[src/rtl/program_counter.sv]
// Program counter for the SelfMadeCPU fetch path: BOOT/RUN/HALT control with increment or jump.
// Optional call/return with a single return register is enabled by defining PC_CALL_EN.
module program_counter #(
    parameter int unsigned ADDR_W     = 4,
    parameter int unsigned RESET_ADDR = 0
) (
    input  logic              clk,
    input  logic              rst,
    input  logic              i_en,
    input  logic              i_jmp,
    input  logic [ADDR_W-1:0] i_jmp_addr,
    input  logic              i_halt,
    input  logic              i_resume,
`ifdef PC_CALL_EN
    input  logic              i_call,
    input  logic              i_ret,
`endif
    output logic [ADDR_W-1:0] o_pc,
    output logic [ADDR_W-1:0] o_next_pc,
    output logic              o_jmp_sel,
    output logic              o_valid,
    output logic              o_halted,
    output logic              o_wrap
);

    typedef enum logic [1:0] {
        S_BOOT = 2'd0,
        S_RUN  = 2'd1,
        S_HALT = 2'd2
    } state_t;

    state_t            state_q, state_d;
    logic [ADDR_W-1:0] pc_q, pc_d;
    logic              valid_q, valid_d;
    logic              halted_q, halted_d;
    logic              wrap_q, wrap_d;
    logic [ADDR_W-1:0] pc_inc;
    logic              redirect;

    assign pc_inc = pc_q + ADDR_W'(1);

`ifdef PC_CALL_EN
    logic [ADDR_W-1:0] ret_q, ret_d;

    assign redirect = i_jmp | i_call | i_ret;

    // Return takes precedence over call/jump when selecting the next address.
    always_comb begin
        o_next_pc = pc_inc;
        if (i_ret) begin
            o_next_pc = ret_q;
        end else if (i_call || i_jmp) begin
            o_next_pc = i_jmp_addr;
        end
    end
`else
    assign redirect = i_jmp;

    always_comb begin
        o_next_pc = pc_inc;
        if (i_jmp) begin
            o_next_pc = i_jmp_addr;
        end
    end
`endif

    assign o_jmp_sel = (state_q == S_RUN) && redirect;

    // Next-state and next-output decision.
    always_comb begin
        state_d = state_q;
        pc_d    = pc_q;
        wrap_d  = 1'b0;
`ifdef PC_CALL_EN
        ret_d   = ret_q;
`endif
        case (state_q)
            S_BOOT: begin
                state_d = S_RUN;
            end
            S_RUN: begin
                if (i_halt) begin
                    state_d = S_HALT;
                end else if (i_en) begin
                    pc_d = o_next_pc;
                    // Only a sequential increment can wrap; jumps never flag it.
                    if (!redirect && (&pc_q)) begin
                        wrap_d = 1'b1;
                    end
`ifdef PC_CALL_EN
                    if (i_call && !i_ret) begin
                        ret_d = pc_inc;
                    end
`endif
                end
            end
            S_HALT: begin
                if (i_resume) begin
                    state_d = S_RUN;
                end
            end
            default: begin
                state_d = S_BOOT;
            end
        endcase
        valid_d  = (state_d == S_RUN);
        halted_d = (state_d == S_HALT);
    end

    always_ff @(posedge clk or posedge rst) begin
        if (rst) begin
            state_q  <= S_BOOT;
            pc_q     <= ADDR_W'(RESET_ADDR);
            valid_q  <= 1'b0;
            halted_q <= 1'b0;
            wrap_q   <= 1'b0;
`ifdef PC_CALL_EN
            ret_q    <= ADDR_W'(RESET_ADDR);
`endif
        end else begin
            state_q  <= state_d;
            pc_q     <= pc_d;
            valid_q  <= valid_d;
            halted_q <= halted_d;
            wrap_q   <= wrap_d;
`ifdef PC_CALL_EN
            ret_q    <= ret_d;
`endif
        end
    end

    assign o_pc     = pc_q;
    assign o_valid  = valid_q;
    assign o_halted = halted_q;
    assign o_wrap   = wrap_q;

endmodule

[config.mk]
export PLATFORM = sky130hd
export DESIGN_NAME = program_counter
export DESIGN_NICKNAME = d
export VERILOG_FILES = /design/src/rtl/program_counter.sv
export SDC_FILE = /design/constraint.sdc
export NUM_CORES = 1
export LEC_CHECK = 0
export ABC_CLOCK_PERIOD_IN_PS = 1400
export BUFFER_PORTS_ARGS = -buffer_cell sky130_fd_sc_hd__buf_4
export CORE_AREA = 2 2 39 41
export DETAILED_ROUTE_END_ITERATION = 6
export DIE_AREA = 0 0 41 43
export PLACE_DENSITY = 0.64
export SYNTH_ARGS = -nofsm -noshare
export SYNTH_HDL_FRONTEND = slang
export SYNTH_SLANG_ARGS = --single-unit
[constraint.sdc]
create_clock -name clk -period 1.4 [get_ports clk]
set_input_delay 0 -clock clk [delete_from_list [all_inputs] [get_ports clk]]
set_output_delay 0 -clock clk [all_outputs]
set_load 0.1 [all_outputs]
Word-level counts from Yosys, hierarchy flattened. Index checks and enable logic that the tools add are counted.

Input port bits: 10. Register bits after elaboration: 9. Bits in writable memories: 0. Memories: 0. Logic and storage cells: 25. Output and inout bits: 12. Latch bits: 0. Bits in read-only memories: 0.

Add/subtract/negate cells: 1. Reductions and logical operators: 6. $mul: 0. Magnitude comparators: 0. Shifts and indexed selects: 0. Eq/ne operators: 4. Multiplexer cells: 8. Divide/modulo/power cells: 0. Bitwise gates (word level): 1.

Operators by type and width (number): $pmux 2 s3 (1); $add 4x1->4 const B (1); $eq 2x1->1 const B (2); $eq 2x2->1 const B (2); $mux 1 (4); $mux 2 (2); $mux 4 (1); $reduce_and 4->1 (1); $reduce_and 3->1 (1); $logic_and 1x1->1 (2); $logic_not 2->1 (1); $logic_not 1->1 (1); $not 1->1 (1).

Logic depth before layout (Yosys ltp). Gate-level depths: netlist (run 1).

Depth after elaboration: 6. Gate-level depth with buffers: 4. Gate-level depth less buffers: 4.

Worst setup path before layout (run 1). Ideal clock, no wire load.

Kind: reg2reg. Start point: register pc_q[0], in the netlist o_pc[0]. End point: register pc_q[2], in the netlist o_pc[2]. Period minus slack after synthesis: 4.002 ns. Setup time: 0.080 ns. Setup slack: -2.602 ns. Arrival time: 3.922 ns. Data required time: 1.320 ns. Cell stages (with the launch flop): 5. Cell sequence: dfrtp_1 -> ha_1 -> xnor2_1 -> o21ai_0 -> mux2_2.

Word-level cells in the longest chain between the ends: 2.

Ends and longest elaborated chain: start: declaration (line 33) `logic [ADDR_W-1:0] pc_q, pc_d;`; start signal: assignment (line 113) `pc_q <= ADDR_W'(RESET_ADDR);`; start signal: assignment (line 122) `pc_q <= pc_d;`; $add 4x1->4 (line 40) `assign pc_inc = pc_q + ADDR_W'(1);`; $mux 4 (line 61) `if (i_jmp) begin`; via o_next_pc[2] (line 19) `output logic [ADDR_W-1:0] o_next_pc,`.

The timed path passes the listed nets, and every way through them passes these cells. A chain may end at the register's enable or synchronous reset.

Worst setup path in the final report (run 1).
Start point: register pc_q[0], in the netlist o_pc[0]. End point: output port o_next_pc[3].

Word-level cells in the longest chain between the ends: 2.

Ends and longest elaborated chain (line): $add 4x1->4 (40); $mux 4 (61); end: declaration (19).

No other way between the ends.

==> out/qor.csv, run 1 <==
metric,value,unit
status,"finished, violations left",
failing checks,negative setup slack,
Post-route DRC,0,
Slowest cell on crit path,dfrtp_4,
Critical Path End Type,output port,
dpl cells,80,
CP Cell Sequence,buf_6 -> nand3_4 -> xnor2_2 -> mux2_4 -> buf_12,
CTS Buffer Depth,2,
site row count,14,
Period minus WS final,1.46,ns
Ant. Diodes,0,
Buffers on Ports,21,
post-synthesis compound-gate area fraction,13.0,%
Initial Utilization,33.5,%
largest stage delay on the critical path,0.49,ns
Clock Skew,0.00792,ns
worst slew pin tran,0.341,ns
DP HPWL,750,microns
most frequent cell after synthesis,dfrtp_1,
I/O pin count,22,
Final Cell Area,886,sq um
Max Clk Rate,685,MHz
Post-Syn Instances,40,
synthesis-stage register bit count,9,
crit path DAT,1.46,ns
combinational family with the most area after synthesis,simple AND/OR/NAND/NOR gates,
CP Launch Type,flip-flop,
DP Area,728,sq um
Global Route Usage Sum,13.4,%
die area,1760,sq um
Main synth FF type,dfrtp_1,
chip height,43,microns
per-cell routed wire length,11.4,microns
H-tree depth,1,
final setup vio count,3,
Vias,422,
"Hold Vio Cnt, Final",0,
worst endpoint required time,1.40,ns
"area leader, netlist",dfrtp_1,
fill count,113,
Synth top area share,48.6,%
RSZ-0062 raised after global routing,yes,
number of global-route vias before repair,384,
share of post-route cells with drive strength above 1,65.3,%
grt ovf,0,
die width,41,microns
GP Congestion,0.737,
Simple-Gate Fraction of Synth Area,17.8,%
Final WS setup,-0.0603,ns
slew margin rel.,77.2,%
XOR/XNOR Fraction of Synth Area,3.78,%
Layout area overhead,91.4,%
first-iteration detailed-routing DRC count,6,
Post-Synth Adder-Cell Area,2.70,%
total CTS buffers,3,
ANT nets after route,0,
register area share after synthesis,48.6,%
length of the first detailed-routing pass in iterations,4,
largest net degree at the start of global routing,12,
Final nets,84,
"CP delay by family, top",flip-flops,
register clock-pin slew on the reported worst setup and hold paths,0.06,ns
CP Max Fanout,2,
Finished Layout Cells,88,
Syn Nets,51,
setup TNS,-0.118,ns
max-slew violations,0,
most frequent cells after synthesis,"9 x dfrtp_1, 5 x mux2_2, 4 x o21ai_0",
final core area utilization,64.0,%
CTS tree,done,
warnings from Yosys,0,
Tcrit/Tclk final,104,%
Crit Path Class,reg2out,
Worst Hold Class,in2reg,
count of cell types in the netlist,20,
CTS sink count,9,
Routed WL,1000,microns
post-synthesis mux area share,12.2,%
largest cells by area after synthesis,"dfrtp_1 49%, mux2_2 12%, o21ai_0 4.3%",
first-pass GRT wire length,1610,microns
max cap viols,0,
Post-synth EDFFs,0,
core area,1380,sq um
Worst-Skew Late Latency,0.25,ns
number of buffers and inverters on the critical path,2,
Async SR Flop Fraction,100,%
synthesized area,463,sq um
Via density,4.80,
initial antenna violation count,0,
root buffer cell,clkbuf_4,
syn avg cell area,11.6,sq um
what timing repair did:
item / in CTS / in global routing
endpoints found under the hold margin: 11 / 0
buffers inserted: 2 / 0
setup endpoints to repair: 3 / 5
resized for setup: 13 / 6
hold buffers: 2 / 0
pin swaps: 1 / 0
worst paths after layout:
check	slack (ns)	depth (start not counted)	from	to
min in group asynchronous	0.27	3	rst	o_wrap
worst max register to register	0.02	3	o_pc[1]	o_pc[1]
worst min register to register	0.56	2	state_q[1]	state_q[0]
worst min-delay path	0.05	3	i_resume	state_q[1]
max in group asynchronous	0.85	3	rst	o_pc[2]
worst max-delay path	-0.06	5	o_pc[0]	o_next_pc[3]
layout make-up:
type | count | area (sq um) | share of cell area, %
clock buffers | 4 | 26.3 | 2.97
inverters | 1 | 3.75 | 0.424
multi-input cells | 29 | 318 | 35.9
flip-flops and latches | 9 | 238 | 26.8
well taps | 16 | 20.0 | 2.26
repair buffers | 29 | 280 | 31.6
per-layer routing:
metal / vias up / track usage, % / routed length [microns]
met5: - / 0 / 0
met4: 0 / 6.00 / 12
met3: 2 / 4.19 / 60
met2: 12 / 21.3 / 485
met1: 198 / 15.7 / 442
li1: 210 / - / -
placed cells by master, fill, tap and decap left out, types with 2 or more instances in the layout:
cell	instances
dfrtp_4	3
a22oi_1	2
buf_12	4
o21ai_4	2
buf_6	2
o21ai_0	2
dlygate4sd3_1	2
nand2_1	3
dfrtp_1	5
buf_4	21
nand2b_1	2
mux2_4	4
clkbuf_4	3
cells by family (layout without fill, tap and decap cells):
family	count (synthesis)	in the layout
and+or+nand+nor	12	12
AOI/OAI and AO/OA	9	9
DFF	9	9
muxes	5	5
xor gates and xnor gates	2	2
buffers and inverters	2	34
adders and majority gates	1	1
through the flow:
| step | hold slack, ns | setup slack (ns) |
|---|---|---|
| after floorplan | -0.172 | -0.505 |
| after global placement | -0.0162 | 0.0638 |
| after detailed placement | -0.0132 | 0.0478 |
| after CTS | 0.0444 | -0.0575 |
| after global routing | 0.0524 | -0.101 |
| final | 0.0526 | -0.0603 |
state kept, by name (all words and copies together) (netlist names):
signal and flops:
o_valid 1, state_q 2, o_pc 4, o_wrap 1, o_halted 1
worst min-delay path, delay by kind of cell:
kind                   cells  cell delay, ns
AND/OR/NAND/NOR            1            0.10
AO/OA/AOI/OAI              1            0.07
buffers and inverters      1            0.08
Power of run 1 is left out: the tool's default activity adds up to more than one toggle a clock period on the data nets, which glitch-free logic cannot reach.
==> inputs of run 2 (changes only) <==
--- a/config.mk
+++ b/config.mk
@@ -11,6 +11,7 @@
 export DETAILED_ROUTE_END_ITERATION = 6
 export DIE_AREA = 0 0 41 43
 export PLACE_DENSITY = 0.64
+export REMOVE_ABC_BUFFERS = 1
 export SYNTH_ARGS = -nofsm -noshare
 export SYNTH_HDL_FRONTEND = slang
 export SYNTH_SLANG_ARGS = --single-unit
==> out/qor.csv, run 2 (synthesis results as in run 1) <==
metric,value,unit,change
status,"finished, violations left",,
failing checks,negative setup slack,,
crit path DAT,1.40,ns,-0.06 ns
"commonest cells after routing, fill and taps aside","21 x buf_4, 8 x dfrtp_1",,
Final nets,83,,-1.2%
first-pass GRT wire length,1480,microns,-8.2%
Ant. Diodes,0,,unchanged
DP Area,651,sq um,-11%
Global Route Usage Sum,13.1,%,-0.34 points
Final WS setup,-0.00197,ns,+0.0583 ns
CTS tree,done,,
Final Cell Area,787,sq um,-11%
share of post-route cells with drive strength above 1,56.3,%,-8.9 points
Worst-Skew Late Latency,0.25,ns,about the same
per-cell routed wire length,11.1,microns,-2.7%
Max Clk Rate,713,MHz,+4.2%
first-iteration detailed-routing DRC count,4,,-2
Layout area overhead,70.0,%,
max cap viols,0,,unchanged
Buffers on Ports,21,,unchanged
Initial Utilization,33.5,%,unchanged
Routed WL,963,microns,-3.8%
CP Launch Type,flip-flop,,
Period minus WS final,1.40,ns,-0.0583 ns
initial antenna violation count,0,,unchanged
chip height,43,microns,unchanged
number of global-route vias before repair,330,,-14%
register clock-pin slew on the reported worst setup and hold paths,0.05,ns,about the same
Worst R2R End,o_pc[2],,
GP Congestion,0.725,,-1.7%
setup TNS,-0.00197,ns,+0.116 ns
worst r2r path cells,5,,+2
worst endpoint required time,1.40,ns,about the same
slew margin rel.,78.3,%,+1.0 points
site row count,14,,unchanged
RSZ-0062 raised after global routing,yes,,
Worst Hold Class,in2reg,,
worst slew pin tran,0.326,ns,-0.0150 ns
Post-route DRC,0,,unchanged
CP startpoint,o_pc[1],,
Tcrit/Tclk final,100,%,-4.2 points
root buffer cell,clkbuf_4,,
Critical Path End Type,output port,,
CP Max Fanout,2,,unchanged
"commonest non-fill, non-tap cell in the layout",buf_4,,
max FFs per register,4,,unchanged
CTS sink count,9,,unchanged
largest net degree at the start of global routing,12,,unchanged
Vias,415,,-1.7%
length of the first detailed-routing pass in iterations,3,,-1
final setup vio count,1,,-2
Crit Path Class,reg2out,,
fill count,111,,-1.8%
DP HPWL,701,microns,-6.5%
ANT nets after route,0,,unchanged
R2R Setup Slk,0.06,ns,+0.04 ns
grt ovf,0,,unchanged
I/O pin count,22,,unchanged
total CTS buffers,3,,unchanged
"Hold Vio Cnt, Final",0,,unchanged
Clock Skew,0.00830,ns,+0.000383 ns
CTS Buffer Depth,2,,unchanged
core area,1380,sq um,unchanged
die width,41,microns,unchanged
max-slew violations,0,,unchanged
worst r2r src,o_pc[1],,
Via density,4.77,,-0.53%
die area,1760,sq um,unchanged
CP endpoint,o_next_pc[2],,
H-tree depth,1,,unchanged
-- run 2: area by class of cell --
type	count	area, sq um	share of cell area, %
multi-input combinational	29	259	32.9
timing repair buffer	28	251	32.0
sequential	9	226	28.8
clock buffer	4	26.3	3.34
tap	16	20.0	2.54
inverter	1	3.75	0.477
-- run 2: worst min-delay path by stage --
stage,start,to,slack (ns),depth (start not counted)
after global routing,i_resume,state_q[1],0.04,3
final,i_resume,state_q[1],0.05,3
after floorplan,rst,o_halted,-0.17,1
after detailed placement,rst,o_wrap,-0.02,2
after CTS,i_resume,state_q[1],0.04,3
after global placement,rst,o_halted,-0.02,2
-- run 2: worst max-delay path: stages, from the launching register on --
cell     delay (ns)
dfrtp_1        0.39
ha_2           0.20
xnor2_1        0.12
o21ai_1        0.20
buf_6          0.26
-- run 2: layer usage --
| layer | up-vias | global-route usage [%] | share of wire [%] |
|---|---|---|---|
| li1 | 210 | - | - |
| met1 | 192 | 15.3 | 44 |
| met2 | 11 | 18.4 | 48 |
| met3 | 2 | 7.85 | 6.0 |
| met4 | 0 | 6.00 | 1.5 |
| met5 | - | 0 | 0 |
-- run 2: repair_timing --
item,CTS,global route
setup buffers,0,3
gates resized for setup,8,9
pin swaps,0,5
setup endpoints to repair,3,3
hold endpoints to repair,11,0
hold buffers,2,0
-- run 2: per-stage QoR --
stage / std cells / hold slack [ns] / utilization [%] / worst slack (ns)
3_5_place_dp: 78 / -0.0195 / 47.0 / 0.0986
6_report: 87 / 0.0469 / 56.9 / -0.00197
3_3_place_gp: 78 / -0.0185 / 47.0 / 0.124
4_1_cts: 84 / 0.0380 / 52.3 / -0.0214
2_1_floorplan: 39 / -0.172 / - / -2.60
5_1_grt: 87 / 0.0410 / 56.9 / -0.0741
Power of run 2 is left out for the same reason.
